## src/rtl/hs_arbiter.sv

```systemverilog
// hs_arbiter: shares one hs slave port between two hs masters.
// M0 is the AXI bridge hs side, M1 is the debug/DMA requester.
// Round-robin, registered grant; one transaction in flight at a time.
// Optional feature macro: HS_ARB_TIMEOUT_EN. When defined, a busy counter
// forces a one-cycle ABORT after TIMEOUT_CYCLES cycles without s_ready_i.
//
// state | meaning
// ------+-----------------------------------------------------------
// IDLE  | no grant; arbitrate between pending requests
// BUSY  | slave port muxed to the granted master, waiting for s_ready_i
// ABORT | (HS_ARB_TIMEOUT_EN only) fake completion with 0xDEADBEEF
module hs_arbiter #(
   parameter int ADDR_W         = 32,
   parameter int DATA_W         = 32,
   parameter int TIMEOUT_CYCLES = 255
) (
   input  logic                clk_i,
   input  logic                rst_i,
   input  logic [1:0]          m_read_i,
   input  logic [1:0]          m_write_i,
   input  logic [2*ADDR_W-1:0] m_addr_i,
   input  logic [2*DATA_W-1:0] m_wdata_i,
   input  logic [7:0]          m_byte_select_i,
   output logic [1:0]          m_ready_o,
   output logic [DATA_W-1:0]   m_rdata_o,
   output logic                s_read_o,
   output logic                s_write_o,
   output logic [ADDR_W-1:0]   s_addr_o,
   output logic [DATA_W-1:0]   s_wdata_o,
   output logic [3:0]          s_byte_select_o,
   input  logic                s_ready_i,
   input  logic [DATA_W-1:0]   s_rdata_i,
   output logic [1:0]          grant_o,
   output logic                timeout_o
);

`ifdef HS_ARB_TIMEOUT_EN
   typedef enum logic [1:0] {ST_IDLE, ST_BUSY, ST_ABORT} state_t;
   localparam int CNT_W = $clog2(TIMEOUT_CYCLES + 1);
   logic [CNT_W-1:0] cnt_q, cnt_d;
`else
   typedef enum logic [1:0] {ST_IDLE, ST_BUSY} state_t;
   localparam int unused_timeout_cycles = TIMEOUT_CYCLES;
`endif

   state_t     state_q, state_d;
   logic [1:0] grant_q, grant_d;
   logic       rr_q, rr_d;
   logic [1:0] req;
   logic       g_idx;

   assign req     = m_read_i | m_write_i;
   // grant is one-hot, so bit 1 alone identifies the owner
   assign g_idx   = grant_q[1];
   assign grant_o = grant_q;

   // state, grant and round-robin pointer registers with synchronous reset
   always_ff @(posedge clk_i) begin
      if (rst_i) begin
         state_q <= ST_IDLE;
         grant_q <= 2'b00;
         rr_q    <= 1'b0;
`ifdef HS_ARB_TIMEOUT_EN
         cnt_q   <= '0;
`endif
      end else begin
         state_q <= state_d;
         grant_q <= grant_d;
         rr_q    <= rr_d;
`ifdef HS_ARB_TIMEOUT_EN
         cnt_q   <= cnt_d;
`endif
      end
   end

   // next-state: arbitration in IDLE, completion/withdrawal/timeout in BUSY
   always_comb begin
      state_d = state_q;
      grant_d = grant_q;
      rr_d    = rr_q;
`ifdef HS_ARB_TIMEOUT_EN
      cnt_d   = cnt_q;
`endif
      case (state_q)
         ST_IDLE: begin
            if (|req) begin
               state_d = ST_BUSY;
               if (req == 2'b11) grant_d = rr_q ? 2'b10 : 2'b01;
               else              grant_d = req;
`ifdef HS_ARB_TIMEOUT_EN
               cnt_d   = '0;
`endif
            end
         end
         ST_BUSY: begin
            if (s_ready_i) begin
               state_d = ST_IDLE;
               grant_d = 2'b00;
               rr_d    = ~g_idx;
            end else if (!req[g_idx]) begin
               // withdrawn request: drop the grant without touching rr
               state_d = ST_IDLE;
               grant_d = 2'b00;
            end
`ifdef HS_ARB_TIMEOUT_EN
            else begin
               cnt_d = cnt_q + 1'b1;
               if (cnt_d == CNT_W'(TIMEOUT_CYCLES)) state_d = ST_ABORT;
            end
`endif
         end
`ifdef HS_ARB_TIMEOUT_EN
         ST_ABORT: begin
            state_d = ST_IDLE;
            grant_d = 2'b00;
            rr_d    = ~g_idx;
         end
`endif
         default: begin
            state_d = ST_IDLE;
            grant_d = 2'b00;
         end
      endcase
   end

   // output mux: slave side from the granted slice, response back to owner only
   always_comb begin
      s_read_o        = 1'b0;
      s_write_o       = 1'b0;
      s_addr_o        = '0;
      s_wdata_o       = '0;
      s_byte_select_o = 4'h0;
      m_ready_o       = 2'b00;
      m_rdata_o       = '0;
      timeout_o       = 1'b0;
      if (state_q == ST_BUSY) begin
         s_read_o        = m_read_i[g_idx];
         s_write_o       = m_write_i[g_idx] & ~m_read_i[g_idx];
         s_addr_o        = g_idx ? m_addr_i[2*ADDR_W-1:ADDR_W] : m_addr_i[ADDR_W-1:0];
         s_wdata_o       = g_idx ? m_wdata_i[2*DATA_W-1:DATA_W] : m_wdata_i[DATA_W-1:0];
         s_byte_select_o = g_idx ? m_byte_select_i[7:4] : m_byte_select_i[3:0];
         m_ready_o[g_idx] = s_ready_i;
         m_rdata_o       = s_rdata_i;
      end
`ifdef HS_ARB_TIMEOUT_EN
      else if (state_q == ST_ABORT) begin
         m_ready_o[g_idx] = 1'b1;
         m_rdata_o        = DATA_W'(32'hDEAD_BEEF);
         timeout_o        = 1'b1;
      end
`endif
   end

endmodule

```

## config.mk

```make
export PLATFORM = sky130hd
export DESIGN_NAME = hs_arbiter
export DESIGN_NICKNAME = d
export VERILOG_FILES = /design/src/rtl/hs_arbiter.sv
export SDC_FILE = /design/constraint.sdc
export NUM_CORES = 1
export LEC_CHECK = 0
export BUFFER_PORTS_ARGS = -buffer_cell sky130_fd_sc_hd__buf_4
export CORE_AREA = 2 2 109 111
export CTS_BUF_LIST = sky130_fd_sc_hd__clkbuf_16
export CTS_CLUSTER_DIAMETER = 150
export DETAILED_ROUTE_END_ITERATION = 10
export DIE_AREA = 0 0 111 113
export PLACE_DENSITY = 0.46
export SKIP_LAST_GASP = 1
export SYNTH_ARGS = -nofsm -noshare
export SYNTH_HDL_FRONTEND = slang
export SYNTH_SLANG_ARGS = --single-unit
```

## constraint.sdc

```tcl
create_clock -name clk_i -period 4.2 [get_ports clk_i]
set_input_delay 0.84 -clock clk_i [delete_from_list [all_inputs] [get_ports clk_i]]
set_output_delay 0.84 -clock clk_i [all_outputs]
set_load 0.03 [all_outputs]
```

==> impl.org <==
** Clocking
- CTS placed an instance of clkbuf_16 at the clock tree root.
- Postcts setup bufs :: 0
- CTS hold repair buffers :: 0
- CTS H-Tree Depth :: 1
- TritonCTS Buffers :: 3
- TritonCTS built the clock tree.
- Clock insertion delay at the later pin of the skew report :: 0.22 ns
- Clock slew at the register clock pins of the worst setup and hold paths :: 0.03 ns
- No sink is reached through more buffers than the 2 on the longest clock path.
- Counting every sink on the clock net gives 4.
- Number of resized instances in the post-cts repair step :: 0

** Yosys
- The largest total area in the synthesized netlist belongs to mux2i_1.
- Dominant cells by area after synthesis :: mux2i_1, nor2b_1, and2_1
- After synthesis, the share of flip-flops with an asynchronous set or reset is 0.
- Prevailing post-synth register cell :: dfxtp_1
- Count of cell types in the netlist :: 27
- The number of nets in the synthesized netlist is 397.
- During synthesis, Yosys emitted a total of 0 warnings.
- The commonest cells after synthesis are mux2i_1, nor2b_1, and2_1.
- The average instance in the mapped netlist occupies 7.58 µm².
- Share of the synthesized area in the top cell type :: 0.410
- Of the synthesized area, sequential elements account for 0.0476.
- Number of storage elements in the synthesis netlist :: 4
- EDFF count, synth :: 0
- The cell count after synthesis came out at 222.
- Netlist Area Pre-Place :: 1680 µm²

** Global route
- Largest net degree at the start of global routing :: 64
- Overall global routing resource usage :: 0.123
- The first global-routing pass estimated 12800 µm of wire.
- Number of antenna violations at the first check in global routing :: 0
- The total overflow left after global routing is 0.
- Number of global-route vias before repair :: 2491

** Pwr
- Of the total power, registers draw 0.085.
- Power Dens Cells :: 184 nW/µm²
- VDD sags by at most 0.201 mV.
- Power share of the combinational group :: 0.710
- Total Power Consumption :: 0.000734 W
- Cell internal pwr :: 0.000429 W
- Of the total power, the share spent switching nets is 0.416.
- In this run the static leakage power is 1.95 nW.
- Of the total power, the clock network draws 0.205.
- Net Switching :: 0.000305 W

** Timing
- The worst path in the final design needs a cycle of 2.69 ns, including I/O delays and setup.
- The number of hold violations in the final report is 0.
- Setup WS post-layout :: 1.51 ns
- Number of max-slew violations in the final report :: 0
- In the final timing run, aggregate negative setup slack is 0 ns.
- Highest achievable clock rate :: 372 MHz
- Unrepaired setup endpoints after global routing :: false
- Setup violations remaining at the end of the flow were counted as 0.
- For the pin with the worst max-slew slack, the measured transition is 0.701 ns.
- Worst slew margin relative to its limit :: 0.533
- For the final database, setup skew stands at 0.00456 ns.
- Tcrit/Tclk final :: 0.640

** Floorplan
- Total die area :: 12500 µm²
- Count of pins on the block boundary :: 282
- From bottom edge to top edge, the die measures 113 µm.
- The floorplan step defined a core boundary enclosing 11300 µm².
- Die X :: 111 µm
- Initial core utilization :: 0.149
- The initialized floorplan defines 39 standard-cell rows.

** Routing
- After detailed routing, the number of vias per cell comes to 4.07.
- Remaining antenna violation count :: 0
- In this run, the number of DRC markers left after iteration 0 of detailed routing was 86.
- Number of vias after detailed routing :: 2558
- Post-detailed-route DRC marker count :: 0
- Final wirelength :: 8450 µm
- The pre-antenna-repair detailed-routing pass consisted of 4 iterations.
- Dividing the detail-routed wire length by the instance count gives 13.4 µm.

** Place
- Dpl ws :: 1.73 ns
- Number of buffer cells added on primary ports :: 280
- The congestion estimate from routability-driven global placement came to 0.804.
- The wire-length estimate of the detail-placed layout is 6910 µm.
- Counting tap cells, the placed design contains a total of 625 instances.

** Cells and area
- Net count reported at finish :: 662
- Number of filler cells placed in the layout :: 1169
- Non-filler instance count after layout :: 629
- 0 antenna diodes ended up in the layout.
- From synthesis to final layout, the design area changed by 137%.
- For this run, the share of the core covered by cells in the final layout is 0.353.
- Ratio of cells with drive above 1 in the final layout :: 0.597

** Setup path
- The critical path is of the reg -> out type.
- The signal on the critical path passes through buf_12 > mux2i_1 > nor2b_1 > buf_4.
- The largest single stage delay on the critical path is 0.76 ns.
- The slowest stage of the critical path belongs to the cell dfxtp_4.
- The worst setup path is launched from a register.
- Largest fanout of any net on the critical path :: 43
- STA classifies the critical path endpoint as a primary output.
- WP data arrival :: 1.85 ns
- STA puts the critical path data required time at 3.36 ns.

** Worst hold path
- Class of the tightest hold or removal check :: reg -> reg

** Flow run
- Across the run, the number of max-cap violations was 0.

** Status
- Result of the run :: finished clean
## cells in the final DEF, fill, tap and decap left out, drive strengths merged, types with 2 or more instances in the layout
cell type,synthesis,final
and2,32,32
a21oi,2,2
dfxtp,4,4
nor2b,69,69
nor3,3,3
buf,11,282
nor2,4,4
mux2i,69,69
clkbuf,11,3
## final cells by class
type / count / area (µm²) / area share
clock buffers: 3 / 75.1 / 0.0188
flip-flops and latches: 4 / 85.1 / 0.0214
multi-input cells: 196 / 1500 / 0.376
repair buffers: 282 / 2140 / 0.538
clock inverters: 1 / 3.75 / 0.000942
well taps: 143 / 179 / 0.0449
## layer usage
metal  track usage  part of all wire
met5             0                 0
met4        0.0242             0.014
met3        0.0434              0.11
met2         0.228              0.51
met1         0.136              0.36
## cells by family (layout without fill, tap and decap cells)
group	count (synthesis)	after routing	synth area share
AO/OA/AOI/OAI	10	10	0.0506
AND/OR/NAND/NOR	116	116	0.428
buffers and inverters	22	286	0.0617
other	1	1	0.00223
flip-flops	4	4	0.0476
multiplexers	69	69	0.410
## worst paths after layout
kind / start / endpoint / slack [ns] / cells past startpoint
setup / recovery: grant_o[1]$_SDFFE_PP0P_ / s_addr_o[13] / 1.51 / 4
hold / removal: rr_q$_SDFFE_PP0P_ / rr_q$_SDFFE_PP0P_ / 0.53 / 2
setup reg to reg: grant_o[1]$_SDFFE_PP0P_ / grant_o[0]$_SDFFE_PP0P_ / 2.43 / 4
hold reg to reg: rr_q$_SDFFE_PP0P_ / rr_q$_SDFFE_PP0P_ / 0.53 / 2
## stage by stage
step                area [µm²]  hold WS [ns]
floorplan                 1680         0.492
global placement          3910         0.501
detailed placement        3910         0.505
CTS                       3980         0.527
global route              3980         0.573
finish                    3980         0.530
## power by group through the flow
stage	Clock, W	Sequential [W]	Combinational, W
floorplan	0	0.0000467	0.000285
global placement	0	0.0000633	0.000524
detailed placement	0	0.0000635	0.000526
CTS	0.000153	0.0000632	0.000528
global route	0.000156	0.0000653	0.000555
finish	0.000151	0.0000622	0.000521
## flip-flops by register name, indices dropped and copies added, names as in the netlist
register and cells:
grant_o 2, rr_q 1, state_q 1
## critical path: cells and delay by family (launching register included)
kind / cells / cell delay [ns]
flip-flops: 1 / 0.76
buffers and inverters: 2 / 0.50
multiplexers: 1 / 0.23
AND/OR/NAND/NOR: 1 / 0.06
No activity file was read; power rests on OpenSTA's default activity.
